**src/rtl/lut_sweep_engine.sv**
```systemverilog
// lut_sweep_engine
//   Programmable truth-table unit. A 2**N_IN x N_OUT lookup table is loaded
//   through a write port. The table then answers single lookups, or sweeps
//   every input combination 0..2**N_IN-1 and streams the whole truth table
//   out through a valid/ready handshake.
//
// Parameters
//   N_IN   number of function inputs (1..8); table depth is 2**N_IN
//   N_OUT  number of function outputs (1..16)
//
// Ports
//   clk, rst              clock; asynchronous active-high reset
//   cfg_we/addr/data      table write, accepted only when idle
//   in_valid/in_vec       single-lookup request
//   in_ready              lookup accepted when in_valid && in_ready
//   sweep_start           request a full truth-table sweep
//   busy                  high while sweeping or finishing a sweep
//   done                  one-cycle pulse when a sweep completes
//   out_valid/out_ready   output beat handshake
//   out_idx/out_data      input combination and table contents of the beat
//   out_last              final sweep beat; always 0 for lookups
module lut_sweep_engine #(
  parameter int N_IN  = 3,
  parameter int N_OUT = 2
) (
  input  logic             clk,
  input  logic             rst,
  input  logic             cfg_we,
  input  logic [N_IN-1:0]  cfg_addr,
  input  logic [N_OUT-1:0] cfg_data,
  input  logic             in_valid,
  input  logic [N_IN-1:0]  in_vec,
  output logic             in_ready,
  input  logic             sweep_start,
  output logic             busy,
  output logic             done,
  output logic             out_valid,
  input  logic             out_ready,
  output logic [N_IN-1:0]  out_idx,
  output logic [N_OUT-1:0] out_data,
  output logic             out_last
);

  localparam int            DEPTH    = 1 << N_IN;
  localparam logic [N_IN:0] LAST_IDX = (N_IN + 1)'(DEPTH - 1);

  typedef enum logic [1:0] {IDLE, SWEEP, DONE} state_t;

  state_t           state;
  logic [N_OUT-1:0] lut [DEPTH];
  // One bit wider than the index so the final beat is found by compare,
  // never by the counter rolling back to zero.
  logic [N_IN:0]    cnt;
  logic [N_IN:0]    cnt_next;
  logic             out_free;
  logic             out_fire;
  logic             lookup_go;
  logic             sweep_go;

  // The output register can take a new beat when empty or being drained now.
  assign out_free  = !out_valid || out_ready;
  assign out_fire  = out_valid && out_ready;
  assign in_ready  = (state == IDLE) && !sweep_start && out_free;
  assign lookup_go = in_valid && in_ready;
  // An unaccepted lookup result blocks the sweep until it drains.
  assign sweep_go  = (state == IDLE) && sweep_start && out_free;
  assign cnt_next  = cnt + 1'b1;
  assign busy      = (state != IDLE);

  // NOTE: the table has to come out of reset cleared, so every entry sits on
  // the async reset; this keeps it in flops instead of a RAM macro.
  always_ff @(posedge clk or posedge rst) begin
    if (rst) begin
      for (int i = 0; i < DEPTH; i++) lut[i] <= '0;
    end else if (cfg_we && state == IDLE) begin
      lut[cfg_addr] <= cfg_data;
    end
  end

  // NOTE: all state here uses non-blocking assignments, so the table reads
  // below see the pre-edge contents; a same-cycle write returns old data.
  always_ff @(posedge clk or posedge rst) begin
    if (rst) begin
      state     <= IDLE;
      cnt       <= '0;
      out_valid <= 1'b0;
      out_idx   <= '0;
      out_data  <= '0;
      out_last  <= 1'b0;
      done      <= 1'b0;
    end else begin
      done <= 1'b0;
      unique case (state)
        IDLE: begin
          if (sweep_go) begin
            state     <= SWEEP;
            cnt       <= '0;
            out_valid <= 1'b1;
            out_idx   <= '0;
            out_data  <= lut[0];
            out_last  <= 1'b0;
          end else if (lookup_go) begin
            out_valid <= 1'b1;
            out_idx   <= in_vec;
            out_data  <= lut[in_vec];
            out_last  <= 1'b0;
          end else if (out_fire) begin
            out_valid <= 1'b0;
          end
        end
        SWEEP: begin
          if (out_fire) begin
            if (cnt == LAST_IDX) begin
              state     <= DONE;
              done      <= 1'b1;
              out_valid <= 1'b0;
              out_last  <= 1'b0;
            end else begin
              cnt      <= cnt_next;
              out_idx  <= cnt_next[N_IN-1:0];
              out_data <= lut[cnt_next[N_IN-1:0]];
              out_last <= (cnt_next == LAST_IDX);
            end
          end
        end
        DONE:    state <= IDLE;
        default: state <= IDLE;
      endcase
    end
  end

endmodule

```
**config.mk**
```make
export PLATFORM = sky130hd
export DESIGN_NAME = lut_sweep_engine
export DESIGN_NICKNAME = d
export VERILOG_FILES = /design/src/rtl/lut_sweep_engine.sv
export SDC_FILE = /design/constraint.sdc
export NUM_CORES = 1
export LEC_CHECK = 0
export CORE_MARGIN = 2
export CORE_UTILIZATION = 55
export CTS_BUF_LIST = sky130_fd_sc_hd__clkbuf_4
export DETAILED_ROUTE_END_ITERATION = 8
export PLACE_DENSITY = 0.77
export RECOVER_POWER = 100
export SLEW_MARGIN = 10
export SYNTH_ARGS = -nofsm -noshare
export SYNTH_HDL_FRONTEND = slang
export SYNTH_SLANG_ARGS = --single-unit
```
**constraint.sdc**
```tcl
create_clock -name clk -period 5.4 [get_ports clk]
set_clock_uncertainty 0.2 [all_clocks]
set_input_delay 0.81 -clock clk [delete_from_list [all_inputs] [get_ports clk]]
set_output_delay 0.81 -clock clk [all_outputs]
set_load 0.01 [all_outputs]
```
# Word-level counts from Yosys, hierarchy flattened
# Cells that the tools add are included.
[totals]
output_inout_bits = 10
in_bits = 14
wordCells = 92
reg_bits = 30
[classes]
muxes = 41
n_eq_ne = 9
order_cmp = 4
add_sub_neg = 1
n_bitwise = 3
n_reduce_logical = 19
[op_table]
columns = ["operator", "n"]
rows = [
  ["$mux 2", 12],
  ["$bwmux 16", 1],
  ["$bmux 2 s3", 2],
  ["$ge 4x4->1 const B", 3],
  ["$mux 1", 12],
  ["$mux 3", 4],
  ["$mux 4", 3],
  ["$not 3->4", 3],
  ["$reduce_and 4->1", 3],
  ["$eq 4x3->1 const B", 2],
  ["$logic_and 1x1->1", 8],
  ["$ne 2x2->1 const B", 4],
  ["$pmux 2 s2", 2],
  ["$pmux 4 s2", 1],
  ["$demux 2 s3", 1],
  ["$pmux 3 s2", 1],
  ["$reduce_and 3->1", 2],
  ["$add 4x1->4 const B", 1],
  ["$lt 4x1->1 const B", 1],
  ["$ne 4x4->1 const B", 1],
  ["$pmux 1 s2", 2],
  ["$reduce_bool 2->1", 2],
  ["$ne 3x3->1 const B", 1],
  ["$eq 2x1->1 const B", 1],
  ["3 further kinds", 4],
]

# Longest topological paths before layout
# Gate-level depths: netlist (run 1).
[logic_depth]
depth_word = 8
depth_mapped = 8
depth_no_buf = 7

# Worst setup path before layout (run 1)
# OpenSTA, ideal clock, no wires.
[synth_timing]
kind = "input to register"
start = "in in_vec[0]"
end = "reg out_data[1]"
setup_ns = 0.125
path_slack_ns = 3.115
arrival_time_ns = 1.960
n_path_buf = 1
stages = 5
required_ns = 5.075
cell_sequence = "buf_2 > mux4_2 > mux2i_1 > a221oi_1 > mux2_4"
[synth_via]
elab_chain_cells = 7
[synth_lines]
columns = ["element", "line", "rtl"]
rows = [
  ["from (decl)", "32", "input logic [N_IN-1:0] in_vec,"],
  ["$not 3->4 (not written as such)", "105", "out_data <= lut[in_vec];"],
  ["$bmux 2 s3", "105", ""],
  ["$mux 2 (not written as such) (2 in series)", "105", ""],
  ["$mux 2", "102", "end else if (lookup_go) begin"],
  ["$mux 2", "95", "if (sweep_go) begin"],
  ["$pmux 2 s2", "93", "unique case (state)"],
  ["to (signal assigned)", "100", "out_data <= lut[0];"],
  ["to (signal assigned)", "105", ""],
  ["to (signal assigned)", "121", "out_data <= lut[cnt_next[N_IN-1:0]];"],
  ["to (decl)", "40", "output logic [N_OUT-1:0] out_data,"],
]
# Every way passes these cells. The select of a mux whose other input is x is not followed.
# A chain may end at the register's enable or synchronous reset.

# Worst setup path in the final report (run 1)
[layout_timing]
start = "in out_ready"
end = "out in_ready"
[layout_via]
elab_chain_cells = 2
[layout_lines]
columns = ["element", "line", "rtl"]
rows = [
  ["from (decl)", "38", "input logic out_ready,"],
  ["$logic_or 1x1->1", "61", "assign out_free = !out_valid || out_ready;"],
  ["$logic_and 1x1->1", "63", "assign in_ready = (state == IDLE) && !sweep_start && out_free;"],
  ["to (decl)", "33", "output logic in_ready,"],
]
# Every way passes these cells.

==> results of run 1 <==
-- worst max-delay path by stage --
stage | end | start | cells after the start | slack, ns
2_1_floorplan | out_data[1] | in_vec[0] | 5 | 3.11
3_3_place_gp | in_ready | out_ready | 4 | 2.31
3_5_place_dp | in_ready | out_ready | 4 | 2.28
4_1_cts | in_ready | out_ready | 4 | 2.29
5_1_grt | in_ready | out_ready | 4 | 2.01
6_report | in_ready | out_ready | 4 | 2.09
-- registers in the layout, indices dropped and copies added (netlist names) --
register,cells
out_last,1
done,1
state,2
lut,16
out_data,2
cnt,4
out_idx,3
out_valid,1
-- power by group --
group	leakage [nW]	internal [mW]	switching, mW	total (mW)
combinational	0.469	0.270	0.231	0.502
clock	0.0246	0.0443	0.0701	0.114
sequential	0.376	0.325	0.0972	0.422
total	0.869	0.640	0.398	1.04
-- cells in the final DEF, fill, tap and decap left out, types with 2 or more instances in the layout --
master           instances
mux2_1                   7
o21ai_0                  5
clkbuf_4                 5
nor3b_1                  2
a21oi_1                  7
clkdlybuf4s50_1         10
and3_1                   4
mux2_2                  15
clkinv_1                 2
mux4_2                   3
nor3_1                   4
dlygate4sd3_1           13
and2_1                   3
nand2_1                 14
nor2b_1                  8
mux4_1                   3
inv_1                    4
nor2_1                  11
dfrtp_1                 30
nor4_1                   4
ha_1                     2
mux2i_1                  2
-- through the flow --
| step | area (um2) | hold WS [ns] | setup WS, ns | instances | utilization |
|---|---|---|---|---|---|
| after global placement | 1939 | 0.2999 | 2.314 | 201 | 0.6458 |
| after floorplan | 1694 | 0.2677 | 3.115 | 149 | - |
| after detailed placement | 1939 | 0.3047 | 2.284 | 201 | 0.6458 |
| final | 1977 | 0.3201 | 2.090 | 207 | 0.6583 |
| after CTS | 1981 | 0.3231 | 2.286 | 207 | 0.6596 |
| after global routing | 1977 | 0.3336 | 2.011 | 207 | 0.6583 |
-- worst reg2reg max path, delay by kind of cell (launching register included) --
kind	cells	cell delay, ns
multiplexers	2	0.63
AND/OR/NAND/NOR	1	0.14
adder cells (fa/ha/maj)	1	0.42
buffers and inverters	1	0.09
flip-flops	1	0.59
AO/OA/AOI/OAI	2	0.27
-- layer usage --
metal	vias up	routed length, um	GRT usage
li1	599	-	-
met1	630	1409	0.2535
met2	34	1872	0.4113
met3	9	109	0.04803
met4	0	63	0.1016
met5	-	0	0
-- cell families after synthesis --
| kind of cell | share of synthesized area |
|---|---|
| compound gates | 0.07460 |
| xor+xnor | 0.02142 |
| fa+ha+maj | 0.01477 |
| buf+inv | 0.02659 |
| flops | 0.4431 |
| mux | 0.2467 |
| simple gates | 0.1728 |
-- layout make-up --
class | instances | area, um2 | area share
clock buffer | 5 | 37.54 | 0.01899
tap | 33 | 41.29 | 0.02089
inverter | 5 | 18.77 | 0.009494
clock inverter | 1 | 3.754 | 0.001899
timing repair buffer | 23 | 230.2 | 0.1165
sequential | 30 | 750.7 | 0.3797
multi-input combinational | 110 | 894.6 | 0.4525
==> metrics.csv, run 1 <==
stage;metric;value;unit
critical_path;Worst Setup End Kind;output pin;
run_status;status;complete, no violations;
grt;initial antenna violation count;0;
critical_path;CP Launch Type;input pin;
drt;DR WL/cell;16.69;um
yosys;Post-Syn Instances;149;
timing;final-report setup violation count;0;
worst_hold_path;Hold Path End;lut[2];
worst_hold_path;Hold Crit Depth;1;
drt;vias per cell;6.145;
drt;DRT Pass-1 Iters;4;
critical_path;most used cell, CP;dlygate4sd3_1;
yosys;Post-synth EDFFs;0;
pwr;Pwr Total;1.038;mW
yosys;Async S/R FF share, synth;1.000;
clock_network;clk buf depth;2;
clock_network;CTS resizes;0;
clock_network;Clock Latency Late Sink;0.32;ns
worst_hold_path;Hold Crit Start;lut[2];
clock_network;cts-stage hold buffer count;0;
grt;Tot GR Track Use;0.2272;
clock_network;setup bufs post-CTS;0;
timing;Highest Clock Rate;302.1;MHz
placement;Detailed Place HPWL;2687;um
timing;Rel. slew slack;0.2754;
clock_network;cts bufs inserted;5;
floorplan;die footprint;3540;um2
worst_hold_path;Min-Delay Path Class;reg -> reg;
yosys;Seq cells post-synth;30;
yosys;Mapped Nets;165;
clock_network;CTS HTree Levels;2;
yosys;Post-Syn Area;1694;um2
drt;Final ANT Viol Nets;0;
clock_network;CTS tree;yes;
placement;IO buf count;23;
grt;largest net degree at the start of global routing;31;
pwr;Pwr Density;525.1;nW/um2
critical_path;Worst R2R Start;cnt[0];
yosys;top_reg_cell synth;dfrtp_1;
pwr;LEAKAGE;0.8694;nW
timing;Final period util;0.6130;
critical_path;Reg2Reg Depth;7;
yosys;sequential cell area fraction in the yosys report;0.4431;
cells_and_area;fraction of layout instances using a drive strength above 1;0.1494;
yosys;area share of the largest cell type after synthesis;0.4431;
yosys;Distinct cells, synth;38;
yosys;Post-Syn Area per Cell;11.37;um2
placement;final RePlAce weighted congestion;0.8084;
clock_network;clock transition at the registers of the reported paths;0.08;ns
critical_path;Top Family by Delay on Critical Path;buffers and inverters;
grt;first-pass GRT wire length;5878;um
yosys;top-count cell post-synth;dfrtp_1;
run;MaxCap Viol Count;0;
floorplan;initial core utilization;0.5642;
timing;actual slew at the worst max-slew pin;1.080;ns
floorplan;row count;20;
yosys;Synth area leader;dfrtp_1;
cells_and_area;nets@finish;191;
grt;gr ovfl total;0;
critical_path;crit path DAT;2.30;ns
drt;first-iteration detailed-routing DRC count;53;
timing;fin crit period;3.310;ns
pwr;VDD IR max;0.2133;mV
cells_and_area;diode count;0;
critical_path;critical path's slowest cell;dlygate4sd3_1;
critical_path;R2R setup slack;2.95;ns
yosys;Area contributors post-synth;dfrtp_1 (44%), mux2_2 (9.3%), mux4_1 (4.7%), mux2_1 (4.7%), mux4_2 (4.0%);
floorplan;core area;3003;um2
critical_path;Max FO, Critical Path;4;
timing;Hold Vio Cnt, Final;0;
timing;Max Slew Vio Count;0;
critical_path;CP Buf/Inv Count;2;
critical_path;critical path, cell by cell;dlygate4sd3_1 -> nor2b_1 -> nor3_1 -> dlygate4sd3_1;
cells_and_area;Filler Cells Inserted;239;
grt;vias in the first global route;1272;
timing;Setup TNS;0;ns
clock_network;clock sinks;30;
floorplan;die extent in y;59.50;um
yosys;synth cell count leaders;dfrtp_1 (30), mux2_2 (14), nand2_1 (14), nor2_1 (11), nor2b_1 (8);
floorplan;top-level I/O count;24;
drt;DRC Markers;0;
critical_path;kind of critical path;in -> out;
critical_path;Critical R2R Capture;out_data[1];
floorplan;DIE WIDTH;59.50;um
cells_and_area;P&R area growth vs syn;16.69;%
critical_path;CP peak stage delay;0.61;ns
clock_network;Root Buffer;clkbuf_4;
timing;RSZ-0062 raised after global routing;false;
drt;Routed WL;3455;um
yosys;synth warn;0;
drt;vias post-DR;1272;
critical_path;required time worst endpoint;4.39;ns
Note: power is estimated with default switching activity, not from simulation.
==> run 2: changes to the inputs <==
==> constraint.sdc (replaced) <==
create_clock -name clk -period 3.38 [get_ports clk]
set_clock_uncertainty 0.2 [all_clocks]
set_input_delay 0.507 -clock clk [delete_from_list [all_inputs] [get_ports clk]]
set_output_delay 0.507 -clock clk [all_outputs]
set_load 0.01 [all_outputs]
==> run 2 against run 1 <==
Compared with the run above: the flow now finishes with violations (max-capacitance violations, max-slew violations); core utilization fell by 0.083 points; non-clock buffer count rose by 1; combinational power rose by 55%; sequential share of layout area barely moved; largest cell class unchanged; final area fell by 0.13%; worst setup slack got worse by 1.4 ns.
==> metrics.csv, run 2 (synthesized netlist as in run 1, its figures left out) <==
stage;metric;value;unit
critical_path;Max FO, Critical Path;4;
clock_network;Root Buffer;clkbuf_4;
clock_network;setup bufs post-CTS;0;
floorplan;die footprint;3540;um2
grt;vias in the first global route;1287;
cells_and_area;max FFs per register;16;
pwr;Pwr Density;837.0;nW/um2
clock_network;clock sinks;30;
grt;initial antenna violation count;0;
timing;fin crit period;2.732;ns
pwr;LEAKAGE;0.8806;nW
critical_path;CP Launch Type;input pin;
cells_and_area;fraction of layout instances using a drive strength above 1;0.1525;
critical_path;kind of critical path;in -> out;
clock_network;CTS HTree Levels;2;
grt;Tot GR Track Use;0.2311;
timing;Max Slew Vio Count;31;
cells_and_area;Largest regs;lut: 16 flops, cnt: 4 flops, out_idx: 3 flops;
drt;first-iteration detailed-routing DRC count;39;
timing;Final period util;0.8082;
critical_path;CP peak stage delay;0.61;ns
floorplan;DIE WIDTH;59.50;um
critical_path;critical path's slowest cell;dlygate4sd3_1;
timing;actual slew at the worst max-slew pin;1.580;ns
timing;Hold Vio Cnt, Final;0;
pwr;VDD IR max;0.3990;mV
grt;gr ovfl total;0;
cells_and_area;most common cell after layout, fill and taps aside;dfrtp_1;
floorplan;die extent in y;59.50;um
placement;dpl cell area;1947;um2
placement;Detailed Place HPWL;2681;um
timing;hold_ws;0.3135;ns
cells_and_area;largest reg by FF count;lut;
drt;vias post-DR;1258;
grt;largest net degree at the start of global routing;31;
clock_network;Clock Latency Late Sink;0.32;ns
critical_path;critical path, cell by cell;dlygate4sd3_1 -> nor2b_1 -> nor3_1 -> dlygate4sd3_1;
timing;Setup TNS;0;ns
critical_path;most used cell, CP;dlygate4sd3_1;
floorplan;initial core utilization;0.5642;
drt;DRC Markers;0;
grt;first-pass GRT wire length;5865;um
clock_network;clock transition at the registers of the reported paths;0.08;ns
cells_and_area;most frequent cells in the layout;dfrtp_1 (30), mux2_2 (15), nand2_1 (14);
timing;final-report setup violation count;0;
clock_network;CTS resizes;0;
drt;Routed WL;3411;um
drt;Final ANT Viol Nets;0;
cells_and_area;P&R area growth vs syn;16.54;%
critical_path;required time worst endpoint;2.67;ns
run_status;failing checks;max-capacitance violations, max-slew violations;
cells_and_area;final instance area;1974;um2
timing;RSZ-0062 raised after global routing;false;
floorplan;core area;3003;um2
run;MaxCap Viol Count;1;
drt;vias per cell;5.990;
worst_hold_path;Min-Delay Path Class;reg -> reg;
drt;DRT Pass-1 Iters;4;
timing;Highest Clock Rate;366.1;MHz
clock_network;cts-stage hold buffer count;0;
clock_network;clk buf depth;2;
critical_path;Worst Setup End Kind;output pin;
timing;Rel. slew slack;-0.05330;
clock_network;CTS tree;yes;
floorplan;row count;20;
placement;final RePlAce weighted congestion;0.8045;
floorplan;top-level I/O count;24;
pwr;Pwr Total;1.653;mW
clock_network;cts bufs inserted;5;
critical_path;crit path DAT;2.02;ns
cells_and_area;diode count;0;
placement;IO buf count;23;
cells_and_area;nets@finish;192;
run_status;status;complete, but fails checks;
drt;DR WL/cell;16.24;um
==> run 2: cell type report <==
| class | instances | area, um2 |
|---|---|---|
| flip-flops and latches | 30 | 750.7 |
| fillers | 239 | 1028 |
| inverters | 5 | 18.77 |
| clock inverters | 2 | 8.758 |
| clock buffers | 6 | 45.04 |
| repair buffers | 24 | 234.0 |
| well taps | 33 | 41.29 |
| multi-input cells | 110 | 875.8 |
==> run 2: worst max-delay path, delay by kind of cell <==
family	cells	cell delay, ns
simple gates	2	0.34
buf+inv	2	1.18
==> run 2: path summary, 6_finish.rpt <==
check | cells after the start | endpoint | slack (ns) | from
setup / recovery | 4 | in_ready | 0.65 | out_ready
hold / removal | 1 | lut[0] | 0.31 | lut[0]
setup reg to reg | 7 | out_data[1] | 0.91 | cnt[0]
hold reg to reg | 1 | lut[0] | 0.31 | lut[0]
max in group asynchronous | 3 | lut[8] | 1.10 | rst
min in group asynchronous | 3 | lut[14] | 0.96 | rst
==> run 2: power by group <==
part	leakage, nW	switching, mW	internal, mW	total, mW
Clock	0.0331	0.116	0.0860	0.202
Combinational	0.471	0.356	0.424	0.780
Sequential	0.376	0.151	0.519	0.670
==> run 2: per-stage QoR <==
stage	setup slack [ns]	util	std cells
4_1_cts	0.7611	0.6663	210
2_1_floorplan	1.280	-	149
5_1_grt	0.5534	0.6575	210
3_5_place_dp	0.5749	0.6483	202
3_3_place_gp	0.6846	0.6483	202
6_report	0.6484	0.6575	210
==> run 2: routing by layer <==
| metal | track usage | share of wire | up-vias |
|---|---|---|---|
| li1 | - | - | 598 |
| met1 | 0.2599 | 0.40 | 632 |
| met2 | 0.3972 | 0.54 | 19 |
| met3 | 0.06332 | 0.028 | 9 |
| met4 | 0.1206 | 0.029 | 0 |
| met5 | 0 | 0 | - |
==> RTL change (flow settings as in run 2) <==
Re-encode `state_t` (3 states) as one-hot, 3 bits wide.
--- a/src/rtl/lut_sweep_engine.sv
+++ b/src/rtl/lut_sweep_engine.sv
@@ -45,5 +45,5 @@
   localparam logic [N_IN:0] LAST_IDX = (N_IN + 1)'(DEPTH - 1);
 
-  typedef enum logic [1:0] {IDLE, SWEEP, DONE} state_t;
+  typedef enum logic [2:0] {IDLE = 3'b001, SWEEP = 3'b010, DONE = 3'b100} state_t;
 
   state_t           state;
Function: no difference found for any inputs over 10 cycles, from zero or initial values and one cycle with rst high; not proved beyond that.
==> RTL change against run 2 <==
The flow still finishes with violations (max-capacitance violations, max-slew violations); worst setup slack got worse by 0.12 ns; synthesized area fell by 0.37%; routed wire length about the same; cell area rose by 0.57%; cell count down 1.9%; total power is 13% lower; sequential cell count increased by 1; largest cell class unchanged; largest power group is now sequential cells; highest routed layer unchanged.
==> RTL change: results (changes against run 2) <==
p_leak_nw: 0.843  # -4.3%
ys_seq_area_share_pct: 46.0  # +1.7 points
n_clock_buffer: 5  # -1
synth_adder_area_share_pct: 1.48  # +0.0055 points
synth-compound-area-share_pct: 9.49  # +2.0 points
wl_per_cell_um: 16.5  # +1.9%
multi_input_area_sq_um: 870  # -0.71%
layout-drive-gt1-share_pct: 19.7  # +4.4 points
synth_fp_nets: 159  # -3.6%
clock_latency_ns: 0.32  # about the same
grt_pass1_vias: 1267  # -1.6%
met2_usage_pct: 38.5  # -1.3 points
violations: "max-capacitance violations, max-slew violations"
multi_input_cells: 107  # -2.7%
routed-wl-met3_um: 117  # +23%
grtUsageTotal_pct: 22.1  # -0.99 points
htree_levels: 2  # unchanged
whs_path_depth: 2  # +1
synthMuxAreaShare_pct: 23.8  # -0.87 points
grt_use_met1_pct: 26.0  # +0.055 points
fillers: 242  # +1.3%
synth_top_area_share_pct: 44.5  # +0.16 points
switching_share_pct: 35.5  # -2.3 points
nNonClkInverters: 3  # -2
layout.area.seq_sq_um: 777  # +3.5%
wl_met2_um: 1810  # -1.8%
synth-xor-area-share_pct: 1.48  # -0.66 points
synth-seq-cells: 31  # +3.3%
holdCritStartpoint: "out_idx[2]$_DFFE_PP0P_"
nNetsFinal: 188  # -2.1%
max-vdd-ir-drop_v: 0.000351  # -12%
wl_met1_um: 1420  # +3.4%
r2r-end: "out_data[0]$_DFFE_PP0P_"
p_clk_share_pct: 13.8  # +1.6 points
drv_slew: 32  # +3.2%
vias: 1259  # +0.079%
p_seq_w: 0.000637  # -4.9%
first_iter_violations: 70  # +79%
grt_pass1_wl_um: 5670  # -3.3%
grt_max_degree: 32  # +3.2%
slew_headroom_pct: -7.49  # -2.2 points
maxCapViolCount: 1  # unchanged
place_hpwl_um: 2670  # -0.25%
arrival_ns: 2.14  # +0.12 ns
p_sw_w: 0.000511  # -18%
final-clk-cell-share_pct: 2.65  # -0.078 points
synth_cell_types: 37  # -2.6%
buf_share_pct: 11.8  # -0.067 points
status: "finished with violations"
grt_use_met3_pct: 6.11  # -0.22 points
top_regs: "lut x16, cnt x4"
r2r_cells: 6  # -1
gp_congestion: 0.883  # +9.8%
synth_common_cells: "dfrtp_1 (30), mux2_2 (16), nor2_1 (12), nand2_1 (11)"
r2r_slack_ns: 0.82  # -0.09 ns
min_to: "out_idx[2]$_DFFE_PP0P_"
RTL change: cell count changes in the layout (fill, tap and decap cells not counted), sizes merged, moves of 3 or more:
| cell | run 2 | this run |
|---|---|---|
| nor3 | 4 | 9 |
| and2 | 3 | 0 |
| nand2 | 14 | 11 |
| o21ai | 5 | 8 |
| nand3 | 1 | 4 |
| nor2b | 9 | 2 |
| mux2 | 22 | 17 |
| nor4 | 4 | 0 |
| nand2b | 1 | 4 |
| a21oi | 7 | 3 |
RTL change: worst max path at each step:
stage / end / start / cells past startpoint
finish: in_ready / state[0]$_DFFE_PP1P_ / 5
global route: in_ready / state[0]$_DFFE_PP1P_ / 5
CTS: in_ready / state[0]$_DFFE_PP1P_ / 5
global placement: cnt[1]$_DFFE_PP0P_ / out_ready / 5
floorplan: out_data[1]$_DFFE_PP0P_ / cnt[0]$_DFFE_PP0P_ / 5
detailed placement: cnt[1]$_DFFE_PP0P_ / out_ready / 5
RTL change: through the flow:
| stage | utilization (%) | area [sq um] | setup slack [ns] | hold slack [ns] | cells |
|---|---|---|---|---|---|
| after floorplan | - | 1690 | 1.19 | 0.291 | 143 |
| after global placement | 65.8 | 1960 | 0.823 | 0.274 | 198 |
| after detailed placement | 65.8 | 1960 | 0.771 | 0.282 | 198 |
| after CTS | 67.6 | 2010 | 0.584 | 0.303 | 206 |
| after global routing | 66.7 | 1990 | 0.403 | 0.322 | 206 |
| final | 66.7 | 1990 | 0.532 | 0.292 | 206 |
RTL change: cells by family after synthesis:
logic type | count (synthesis)
AOI/OAI and AO/OA | 22
xor gates and xnor gates | 2
and+or+nand+nor | 53
adders and majority gates | 2
muxes | 28
buffers and inverters | 5
DFF | 31
RTL change: worst max-delay path, delay by kind of cell (launching register included):
family,cells,cell delay (ns)
buf+inv,2,0.74
flops,1,0.56
simple gates,3,0.51
